--- config.mk ---
export PLATFORM = sky130hd
export DESIGN_NAME = countdown_timer_flat
export DESIGN_NICKNAME = d
export VERILOG_FILES = /design/src/rtl/countdown_timer_pkg.sv /design/src/rtl/countdown_timer_if.sv /design/src/rtl/countdown_timer.sv /design/src/flat_wrapper.sv
export SDC_FILE = /design/constraint.sdc
export NUM_CORES = 1
export LEC_CHECK = 0
export ABC_CLOCK_PERIOD_IN_PS = 1700
export CORE_MARGIN = 2
export CORE_UTILIZATION = 43
export DETAILED_ROUTE_END_ITERATION = 12
export PLACE_DENSITY = 0.8
export SETUP_SLACK_MARGIN = 0.2
export SLEW_MARGIN = 5
export SYNTH_ARGS = -nofsm -noshare
export SYNTH_HDL_FRONTEND = slang
export SYNTH_SLANG_ARGS = --single-unit
--- constraint.sdc ---
create_clock -name clock -period 1.7 [get_ports clock]
set_input_delay 0.425 -clock clock [delete_from_list [all_inputs] [get_ports clock]]
set_output_delay 0.425 -clock clock [all_outputs]
set_load 0.05 [all_outputs]
--- src/rtl/countdown_timer_pkg.sv ---
// Shared definitions for the loadable countdown timer: FSM state encoding and width.
package countdown_timer_pkg;

  localparam int STATE_W = 2;

  typedef enum logic [STATE_W-1:0] {
    IDLE   = 2'b00,
    LOADED = 2'b01,
    RUN    = 2'b10,
    DONE   = 2'b11
  } state_e;

endpackage

--- src/rtl/countdown_timer_if.sv ---
// Control/status bundle of the countdown timer; the master drives commands,
// the slave (the timer) returns count, status and debug state.
interface countdown_timer_if
  import countdown_timer_pkg::*;
#(
  parameter int WIDTH = 4
);

  logic               enable;
  logic               load;
  logic [WIDTH-1:0]   load_value;
  logic               start;
  logic               abort;
  logic               ack;
  logic [WIDTH-1:0]   counter_out;
  logic               busy;
  logic               done;
  logic [STATE_W-1:0] state_out;

  modport master (
    output enable, load, load_value, start, abort, ack,
    input  counter_out, busy, done, state_out
  );

  modport slave (
    input  enable, load, load_value, start, abort, ack,
    output counter_out, busy, done, state_out
  );

endinterface

--- src/rtl/countdown_timer.sv ---
// Loadable down-counter with terminal-count flag; optional auto-reload turns it
// into a periodic tick source with a one-cycle done pulse.
module countdown_timer
  import countdown_timer_pkg::*;
#(
  parameter int WIDTH       = 4,
  parameter bit AUTO_RELOAD = 1'b0
) (
  input logic               clock,
  input logic               reset,
  countdown_timer_if.slave  bus
);

  localparam logic [WIDTH-1:0] CNT_ONE = WIDTH'(1);

  state_e           state_q, state_d;
  logic [WIDTH-1:0] count_q, count_d;
  logic [WIDTH-1:0] reload_q, reload_d;
  logic             done_q, done_d;

  // Next-state logic; priority is abort > load > start > ack > enable.
  always_comb begin
    state_d  = state_q;
    count_d  = count_q;
    reload_d = reload_q;
    done_d   = done_q;

    if (bus.abort) begin
      state_d = IDLE;
      done_d  = 1'b0;
    end else begin
      unique case (state_q)
        IDLE: begin
          if (bus.load) begin
            count_d  = bus.load_value;
            reload_d = bus.load_value;
            state_d  = LOADED;
          end
        end

        LOADED: begin
          if (bus.load) begin
            count_d  = bus.load_value;
            reload_d = bus.load_value;
          end else if (bus.start) begin
            if (count_q == '0) begin
              state_d = DONE;
              done_d  = 1'b1;
            end else begin
              state_d = RUN;
            end
          end
        end

        RUN: begin
          // In auto-reload mode done is a single-cycle pulse, so drop it by default.
          done_d = 1'b0;
          if (bus.enable) begin
            if (count_q != CNT_ONE) begin
              count_d = count_q - CNT_ONE;
            end else if (AUTO_RELOAD) begin
              count_d = reload_q;
              done_d  = 1'b1;
            end else begin
              count_d = '0;
              state_d = DONE;
              done_d  = 1'b1;
            end
          end
        end

        DONE: begin
          if (bus.load) begin
            count_d  = bus.load_value;
            reload_d = bus.load_value;
            done_d   = 1'b0;
            state_d  = LOADED;
          end else if (bus.ack) begin
            done_d  = 1'b0;
            state_d = IDLE;
          end
        end

        default: begin
          state_d = IDLE;
          done_d  = 1'b0;
        end
      endcase
    end
  end

  // NOTE: sequential state uses non-blocking assignments so every flop samples
  // the pre-edge values; reset is synchronous, so it lives inside the clocked branch.
  always_ff @(posedge clock) begin
    if (reset) begin
      state_q  <= IDLE;
      count_q  <= '0;
      reload_q <= '0;
      done_q   <= 1'b0;
    end else begin
      state_q  <= state_d;
      count_q  <= count_d;
      reload_q <= reload_d;
      done_q   <= done_d;
    end
  end

  assign bus.counter_out = count_q;
  assign bus.done        = done_q;
  assign bus.busy        = (state_q == RUN);
  assign bus.state_out   = state_q;

endmodule

--- src/flat_wrapper.sv ---
// flat-port wrapper written by rule: the top's interface ports become plain ports
module countdown_timer_flat import countdown_timer_pkg::*;
#(
  parameter int WIDTH       = 4,
  parameter bit AUTO_RELOAD = 1'b0
)
  (clock, reset, bus_enable, bus_load, bus_load_value, bus_start, bus_abort, bus_ack, bus_counter_out, bus_busy, bus_done, bus_state_out);
  countdown_timer_if #(.WIDTH(WIDTH)) bus_i ();
  input logic clock;
  input logic reset;
  input wire logic [$bits(bus_i.enable)-1:0] bus_enable;
  input wire logic [$bits(bus_i.load)-1:0] bus_load;
  input wire logic [$bits(bus_i.load_value)-1:0] bus_load_value;
  input wire logic [$bits(bus_i.start)-1:0] bus_start;
  input wire logic [$bits(bus_i.abort)-1:0] bus_abort;
  input wire logic [$bits(bus_i.ack)-1:0] bus_ack;
  output wire logic [$bits(bus_i.counter_out)-1:0] bus_counter_out;
  output wire logic [$bits(bus_i.busy)-1:0] bus_busy;
  output wire logic [$bits(bus_i.done)-1:0] bus_done;
  output wire logic [$bits(bus_i.state_out)-1:0] bus_state_out;
  assign bus_i.enable = bus_enable;
  assign bus_i.load = bus_load;
  assign bus_i.load_value = bus_load_value;
  assign bus_i.start = bus_start;
  assign bus_i.abort = bus_abort;
  assign bus_i.ack = bus_ack;
  assign bus_counter_out = bus_i.counter_out;
  assign bus_busy = bus_i.busy;
  assign bus_done = bus_i.done;
  assign bus_state_out = bus_i.state_out;
  countdown_timer #(.WIDTH(WIDTH), .AUTO_RELOAD(AUTO_RELOAD)) u_core (.clock(clock), .reset(reset), .bus(bus_i));
endmodule
; After elaboration in Yosys (flattened, before gate mapping)
; Cells that the tools add are included.
[word_totals]
mem_count = 0
ram_bits = 0
inputBits = 11
ff_bits = 7
mem_bits_ro = 0
wordCells = 46
output_inout_bits = 8
latchBits = 0
[classes]
n_addsub = 1
reduce_logical = 8
n_eq_ne = 12
bitwise_logic = 1
div = 0
magnitude_cmp = 0
n_mux = 21
shift = 0
mul = 0
[ops]
columns = op, count
row1 = two-way mux 2 bit, 7
row2 = two-way mux 4 bit, 3
row3 = != test 2 bit (second input constant), 5
row4 = two-way mux 1 bit, 8
row5 = case mux 2 bit (4 select lines), 1
row6 = case mux 4 bit (2 select lines), 1
row7 = AND reduction 6 bit, 1
row8 = AND reduction 5 bit, 1
row9 = equality test 2 bit (second input constant), 2
row10 = zero test 4 bit, 1
row11 = != test 2 x 1 -> 1 bit (second input constant), 2
row12 = != test 4 x 1 -> 1 bit (second input constant), 1
row13 = subtractor 4 x 1 -> 4 bit (second input constant), 1
row14 = != test 3 bit (second input constant), 1
row15 = case mux 1 bit (3 select lines), 1
row16 = AND reduction 3 bit, 1
row17 = nonzero test 3 bit, 1
row18 = OR reduction 3 bit, 1
row19 = equality test 2 x 1 -> 1 bit (second input constant), 1
row20 = zero test 2 bit, 1
row21 = OR reduction 2 bit, 1
row22 = NOT 1 bit, 1

; Depth between registers and ports, before layout
; Gate-level depths: netlist of run 1.
[logic_depth]
depth_word = 5
depth_mapped = 7
mapped_depth_nobuf = 6

; Worst setup path before layout of run 1
; Ideal clock, no wire load.
[synth_timing]
path_kind = register to register
startpoint = register u_core.state_q[0] (netlist: u_core.bus.state_out[0])
endpoint = register u_core.count_q[0] (netlist: u_core.bus.counter_out[0])
setup_time_ps = 115
slack_ps = -555
synth_period_minus_slack_ps = 2255
n_path_buf = 1
stages_incl_launch_ff = 8
t_arrival_ps = 2140
t_required_ps = 1585
cell_sequence = dfxtp_1 > inv_1 > ha_1 > buf_2 > nand2b_1 > a21oi_2 > o221a_2 > nor3_1
[synth_via]
word_cells_on_any_way = 9
classes_between = eq/ne: 5 / mux: 1 / reduce/logical: 3
[synth_rtl]
columns = element, line
row1 = from (decl), countdown_timer.sv:16  ; state_e state_q, state_d;
row2 = from (signal assigned), countdown_timer.sv:101  ; state_q <= state_d;
row3 = equality test 2 bit (*), n/a
row4 = via bus_busy, flat_wrapper.sv:18  ; output wire logic [$bits(bus_i.busy)-1:0] bus_busy;
row5 = != test 2 bit (no source line), n/a
row6 = AND reduction 3 bit (no source line), n/a
row7 = to (signal assigned), countdown_timer.sv:102  ; count_q <= count_d;
row8 = to (decl), countdown_timer.sv:17  ; logic [WIDTH-1:0] count_q, count_d;
; Mark *: on every way through the listed nets, which the timed path passes. The rest lies on a longest branch.
; A chain may end at the register's enable or synchronous reset.

; Final worst setup path of run 1
[layout_timing]
startpoint = register u_core.state_q[0] (netlist: u_core.bus.state_out[0])
endpoint = output port bus_busy
[layout_via]
elab_chain_len = 1
[layout_rtl]
columns = element, line
row1 = equality test 2 bit, countdown_timer.sv:110  ; assign bus.busy = (state_q == RUN);
row2 = to (decl), flat_wrapper.sv:18
; No other way between the ends.

==> results.py, run 1 <==
metrics = {
    "route": {
        "drc_errors": 0,
        "wl_met2_um": 878,
        "ant_nets": 0,
        "wl_per_cell_um": 16.0,
        "drtIter0Drc": 14,
        "routed.top_layer": "met4",
        "vias_per_cell": 5.43,
        "wl_met1_um": 798,
        "wl_um": 1790,
        "dr.pass1.iters": 5,
        "via_count": 608,
        "wl_met3_um": 102,
    },
    "yosys": {
        "syn-cell-area_um2": 567,
        "netlist_instances": 68,
        "ys_seq_area_share_pct": 24.7,
        "syn_nets": 87,
        "yosysWarnings": 0,
        "ys_ff_latch": 7,
        "synth_cell_type_count": 29,
        "synth_top_area_share_pct": 24.7,
        "synth.area.top_cells": "dfxtp_1 (25%), ha_1 (18%), inv_1 (6.0%), nand2b_1 (4.4%), nand2_1 (4.0%)",
        "avgSynthCellArea_um2": 8.34,
        "synth_top_cell_by_area": "dfxtp_1",
    },
    "placed_design": {
        "port_buffers": 18,
        "place_ws_ns": -0.0648,
        "gp_congestion": 0.759,
        "dpl.hpwl_um": 1190,
    },
    "die": {
        "die_area_um2": 1620,
        "initial_core_util_pct": 44.7,
        "die_h_um": 40.3,
        "core_um2": 1270,
        "die_w_um": 40.3,
        "rows": 13,
        "boundaryPins": 19,
    },
    "clock_tree": {
        "cts-htree-levels": 1,
        "cts_max_path_buffers": 2,
        "clk_latency_ns": 0.26,
        "numCtsBuffers": 3,
        "clockRootBuffer": "clkbuf_4",
        "clk_pin_slew_ns": 0.06,
        "cts.sinks": 7,
        "cts_tree": "built",
    },
    "grt": {
        "grt_usage_pct": 22.1,
        "grt-ovfl-total": 0,
        "grt_max_degree": 9,
        "grt_pass1_wl_um": 2210,
        "antenna_found_initial": 0,
        "grt_pass1_vias": 495,
    },
    "pwr": {
        "total_power_w": 0.000606,
        "p_leak_nw": 0.405,
        "p_seq_share_pct": 31.9,
        "power_frac_comb_pct": 40.8,
        "p_int_w": 0.000387,
        "vdd_drop_max_v": 0.000499,
        "p_clk_share_pct": 27.3,
        "power.density_nw_per_um2": 609,
        "switching_share_pct": 36.1,
        "p_sw_w": 0.000219,
    },
    "sta": {
        "worstMarginPinSlew_ns": 0.271,
        "max_freq_mhz": 678,
        "worst_slack_ns": 0.225,
        "final_hold_viol_count": 0,
        "fin_skew_ns": 0.0107,
        "setup_violations": 0,
        "drv_slew": 0,
        "period_share_pct": 86.8,
        "fin_crit_ns": 1.48,
        "rsz0062_at_grt": "yes",
        "max-slew-margin-rel_pct": 81.8,
    },
    "setup_path": {
        "worstPathRequired_ns": 1.27,
        "slowest_stage": "dfxtp_4",
        "reg2reg_depth": 5,
        "worstSetupStartpoint": "u_core.bus.state_out[0]$_SDFFE_PP0P_",
        "cpLargestDelayFamily": "flip-flops",
        "rr_startpoint": "u_core.bus.state_out[0]$_SDFFE_PP0P_",
        "cp_num_cells": 3,
        "crit_path_cell_trace": "inv_4 > ha_4 > buf_12",
        "worstSetupStartpointType": "flop",
        "worstPathArrival_ns": 1.05,
        "worst_path_largest_cell_delay_ns": 0.40,
        "crit_type": "reg2out",
        "cp-end-kind": "output pin",
        "cp_max_fo": 7,
        "crit_buf_inv": 2,
    },
    "finish": {
        "fillerInstances": 85,
        "antennaDiodeCount": 0,
        "multi_input_area_um2": 474,
        "area_growth_pct": 75.7,
        "num-nets-final": 117,
        "drive_gt1_share_pct": 42.3,
        "final-seq-area_um2": 155,
    },
    "status": {
        "status": "complete, no violations",
    },
    "worst_hold_path": {
        "worstHoldPathCells": 2,
        "hp-class": "reg2reg",
        "min_from": "u_core.bus.state_out[1]$_SDFFE_PP0P_",
    },
    "flow_run": {
        "maxCapViolations": 0,
    },
}
-- flip-flops by register name, indices dropped and copies added, names as in the netlist --
register,cells
u_core.bus.done,1
u_core.bus.counter_out,4
u_core.bus.state_out,2
-- power groups by stage --
stage	clock network [W]	registers [W]	logic (W)
floorplan	0	0.000226	0.0000915
CTS	0.000164	0.000193	0.000218
global route	0.000172	0.000195	0.000260
global placement	0	0.000195	0.000207
finish	0.000166	0.000193	0.000247
detailed placement	0	0.000196	0.000212
-- cells by family after synthesis --
logic type | share of synthesized area (%)
xor gates and xnor gates | 1.55
AOI/OAI and AO/OA | 23.8
buffers and inverters | 6.84
and+or+nand+nor | 21.9
DFF | 24.7
muxes | 3.53
adders and majority gates | 17.7
-- layer usage --
layer	GRT usage (%)	vias to the layer above
li1	-	296
met1	27.9	296
met2	32.3	14
met3	8.33	2
met4	11.7	0
met5	0	-
-- worst min-delay path, stage by stage, from the launching register on --
cell     delay [ns]
dfxtp_4        0.37
nand2_1        0.06
mux2i_1        0.05
-- synth_stat cells --
cell type	number
o21ai_0	1
ha_1	8
o221a_2	1
nor2b_1	1
nor3_1	2
or3b_2	1
a2bb2oi_1	1
dfxtp_1	7
xnor2_1	1
inv_1	9
a21boi_0	1
nand2b_1	4
o32ai_1	1
a221oi_2	1
a211oi_1	2
o21a_1	1
buf_2	1
a21oi_2	1
a211o_1	1
mux2i_1	2
nand4_1	1
nand2_1	6
o2111ai_2	1
or2_2	1
or3b_1	1
nor3b_1	1
a41oi_1	1
a21oi_1	3
nor2_1	6
-- area by class of cell --
cell class,instances,share of cell area [%]
Timing Repair Buffer,26,28.6
Tap cell,15,1.88
Sequential cell,7,15.6
Multi-Input combinational cell,51,47.6
Inverter,9,3.64
Clock buffer,4,2.64
-- through the flow --
stage | cells | hold WS [ns] | util [%] | area, µm² | TNS (ns)
2_1_floorplan | 68 | 0.493 | - | 622 | 0
3_3_place_gp | 104 | 0.515 | 69.5 | 882 | -0.0378
3_5_place_dp | 104 | 0.518 | 69.5 | 882 | -0.146
4_1_cts | 111 | 0.526 | 73.8 | 936 | 0
5_1_grt | 112 | 0.545 | 78.5 | 996 | 0
6_report | 112 | 0.525 | 78.5 | 996 | 0
-- path summary, 6_finish.rpt --
kind / endpoint / slack, ns
max: bus_busy / 0.22
max reg2reg: u_core.bus.state_out[0]$_SDFFE_PP0P_ / 0.25
min reg2reg: u_core.bus.state_out[1]$_SDFFE_PP0P_ / 0.52
min: u_core.bus.state_out[1]$_SDFFE_PP0P_ / 0.52
-- timing repair --
| action | 4_1_cts | 5_1_grt |
|---|---|---|
| cloned | 0 | 0 |
| hold buffers | 0 | 0 |
| endpoints found under the setup margin | 4 | 7 |
| setup buffers | 3 | 1 |
| gates resized for setup | 2 | 10 |
| pin swaps | 1 | 3 |
-- layout by cell type, fill, tap and decap left out, types with 2 or more instances in the layout --
cell type / netlist / layout
ha_1: 8 / 4
a21oi_1: 3 / 2
mux2i_1: 2 / 2
dfxtp_1: 7 / 3
clkbuf_4: 0 / 3
a21oi_4: 0 / 2
buf_4: 0 / 11
or3b_4: 0 / 2
buf_12: 0 / 5
nor2_1: 6 / 6
ha_2: 0 / 3
clkdlybuf4s50_1: 0 / 9
nand2_1: 6 / 5
dfxtp_4: 0 / 4
nor3_1: 2 / 2
inv_2: 0 / 2
inv_1: 9 / 6
a211oi_1: 2 / 2
nand2b_1: 4 / 3
Power figures use the tool's default switching activity.
==> inputs of run 2 (changes only) <==
--- a/config.mk
+++ b/config.mk
@@ -8,6 +8,7 @@
 export ABC_CLOCK_PERIOD_IN_PS = 1700
 export CORE_MARGIN = 2
 export CORE_UTILIZATION = 43
+export CTS_BUF_LIST = sky130_fd_sc_hd__clkbuf_4 sky130_fd_sc_hd__clkbuf_8 sky130_fd_sc_hd__clkbuf_16
 export DETAILED_ROUTE_END_ITERATION = 12
 export PLACE_DENSITY = 0.8
 export SETUP_SLACK_MARGIN = 0.2
==> run 2 against run 1 <==
  * Combinational power grew 4%
  * Sequential cell count is the same
  * Largest power group unchanged
  * Core utilization grew 2.0 points
==> results.py, run 2 (synthesized netlist as in run 1, its figures left out) <==
metrics = {
    "route": {
        "wl_met3_um": 154,
        "wl_per_cell_um": 16.8,
        "vias_per_cell": 5.72,
        "routed.top_layer": "met4",
        "ant_nets": 0,
        "drc_errors": 0,
        "dr.pass1.iters": 4,
        "wl_met2_um": 902,
        "wl_met1_um": 766,
        "wl_um": 1900,
        "drtIter0Drc": 28,
        "via_count": 646,
    },
    "setup_path": {
        "cp_max_fo": 6,
        "cp-end-kind": "flop",
        "crit_path_cell_trace": "ha_2 > nor3b_1 > a221oi_2 > buf_4 > a21oi_2 > nand2b_1",
        "worstPathArrival_ns": 1.66,
        "worstPathRequired_ns": 1.86,
        "crit_buf_inv": 1,
        "cpLargestDelayFamily": "flip-flops",
        "slowest_stage": "dfxtp_4",
        "worstSetupStartpointType": "flop",
        "crit_type": "reg2reg",
        "worst_path_largest_cell_delay_ns": 0.38,
    },
    "sta": {
        "period_share_pct": 88.1,
        "drv_slew": 0,
        "setup_violations": 0,
        "max_freq_mhz": 667,
        "rsz0062_at_grt": "yes",
        "final_hold_viol_count": 0,
        "worst_slack_ns": 0.201,
        "fin_crit_ns": 1.50,
        "worstMarginPinSlew_ns": 0.324,
        "setup_tns_ns": 0,
        "max-slew-margin-rel_pct": 78.4,
        "fin_skew_ns": 0.00762,
        "holdWs_ns": 0.527,
    },
    "clock_tree": {
        "cts-htree-levels": 1,
        "cts.sinks": 7,
        "clk_pin_slew_ns": 0.06,
        "cts_max_path_buffers": 2,
        "numCtsBuffers": 3,
        "clockRootBuffer": "clkbuf_4",
        "clk_latency_ns": 0.27,
        "cts_tree": "built",
    },
    "die": {
        "rows": 13,
        "die_w_um": 40.3,
        "boundaryPins": 19,
        "die_h_um": 40.3,
        "core_um2": 1270,
        "die_area_um2": 1620,
        "initial_core_util_pct": 44.7,
    },
    "grt": {
        "grt-ovfl-total": 0,
        "grt_pass1_vias": 503,
        "grt_usage_pct": 21.8,
        "grt_max_degree": 9,
        "antenna_found_initial": 0,
        "grt_pass1_wl_um": 2240,
    },
    "finish": {
        "largest_register_ffs": 4,
        "layout_commonest_cell": "buf_4",
        "fillerInstances": 80,
        "area_growth_pct": 80.1,
        "stdcell_count": 113,
        "antennaDiodeCount": 0,
        "num-nets-final": 118,
        "final_cell_mix": "buf_4 (12), clkdlybuf4s50_1 (9), nor2_1 (6)",
        "drive_gt1_share_pct": 48.0,
    },
    "pwr": {
        "power.density_nw_per_um2": 620,
        "vdd_drop_max_v": 0.000680,
        "total_power_w": 0.000633,
        "p_leak_nw": 0.412,
    },
    "placed_design": {
        "place_ws_ns": -0.0648,
        "placed_cells": 104,
        "port_buffers": 18,
        "dpl.hpwl_um": 1190,
        "gp_congestion": 0.759,
    },
    "worst_hold_path": {
        "hp-class": "reg2reg",
    },
    "status": {
        "status": "complete, no violations",
    },
    "flow_run": {
        "maxCapViolations": 0,
    },
}
-- run 2: final timing paths --
path                                     endpoint  cells past startpoint  slack (ns)                            startpoint
max                  u_core.bus.done$_SDFFE_PP0P_                      6        0.20  u_core.bus.state_out[0]$_SDFFE_PP0P_
min          u_core.bus.state_out[1]$_SDFFE_PP0P_                      2        0.53  u_core.bus.state_out[1]$_SDFFE_PP0P_
max reg2reg          u_core.bus.done$_SDFFE_PP0P_                      6        0.20  u_core.bus.state_out[0]$_SDFFE_PP0P_
min reg2reg  u_core.bus.state_out[1]$_SDFFE_PP0P_                      2        0.53  u_core.bus.state_out[1]$_SDFFE_PP0P_
-- run 2: metal layers --
metal	global-route usage, %	vias up
met4	8.33	0
li1	-	297
met3	9.44	14
met5	0	-
met2	31.9	39
met1	28.2	296
-- run 2: per-stage QoR --
step	instance area, µm²	util [%]
finish	1020	80.5
global route	1020	80.5
CTS	940	74.1
detailed placement	882	69.5
global placement	882	69.5
floorplan	622	-
-- run 2: cell type report --
type                       instances  area, µm²  area share [%]
multi-input combinational         51        485            47.5
timing repair buffer              27        293            28.7
inverter                           9       38.8            3.80
sequential                         7        155            15.2
tap                               15       18.8            1.84
clock buffer                       4       30.0            2.94
-- run 2: where the power goes --
group | total [W] | leakage [nW] | internal, W | switching, W
Clock | 0.000181 | 0.0184 | 0.000106 | 0.0000749
Combinational | 0.000258 | 0.334 | 0.000128 | 0.000130
Sequential | 0.000194 | 0.0602 | 0.000173 | 0.0000204
-- run 2: what timing repair did --
action,in CTS,in global routing
hold buffers,0,0
endpoints found under the hold margin,0,0
gates resized for setup,2,15
endpoints found under the setup margin,4,7
buffers inserted,3,2
pin swaps,1,4
-- run 2: worst min-delay path, cell delays in order (launching register included) --
cell and delay (ns):
dfxtp_4 0.37, nand2_1 0.06, mux2i_1 0.05
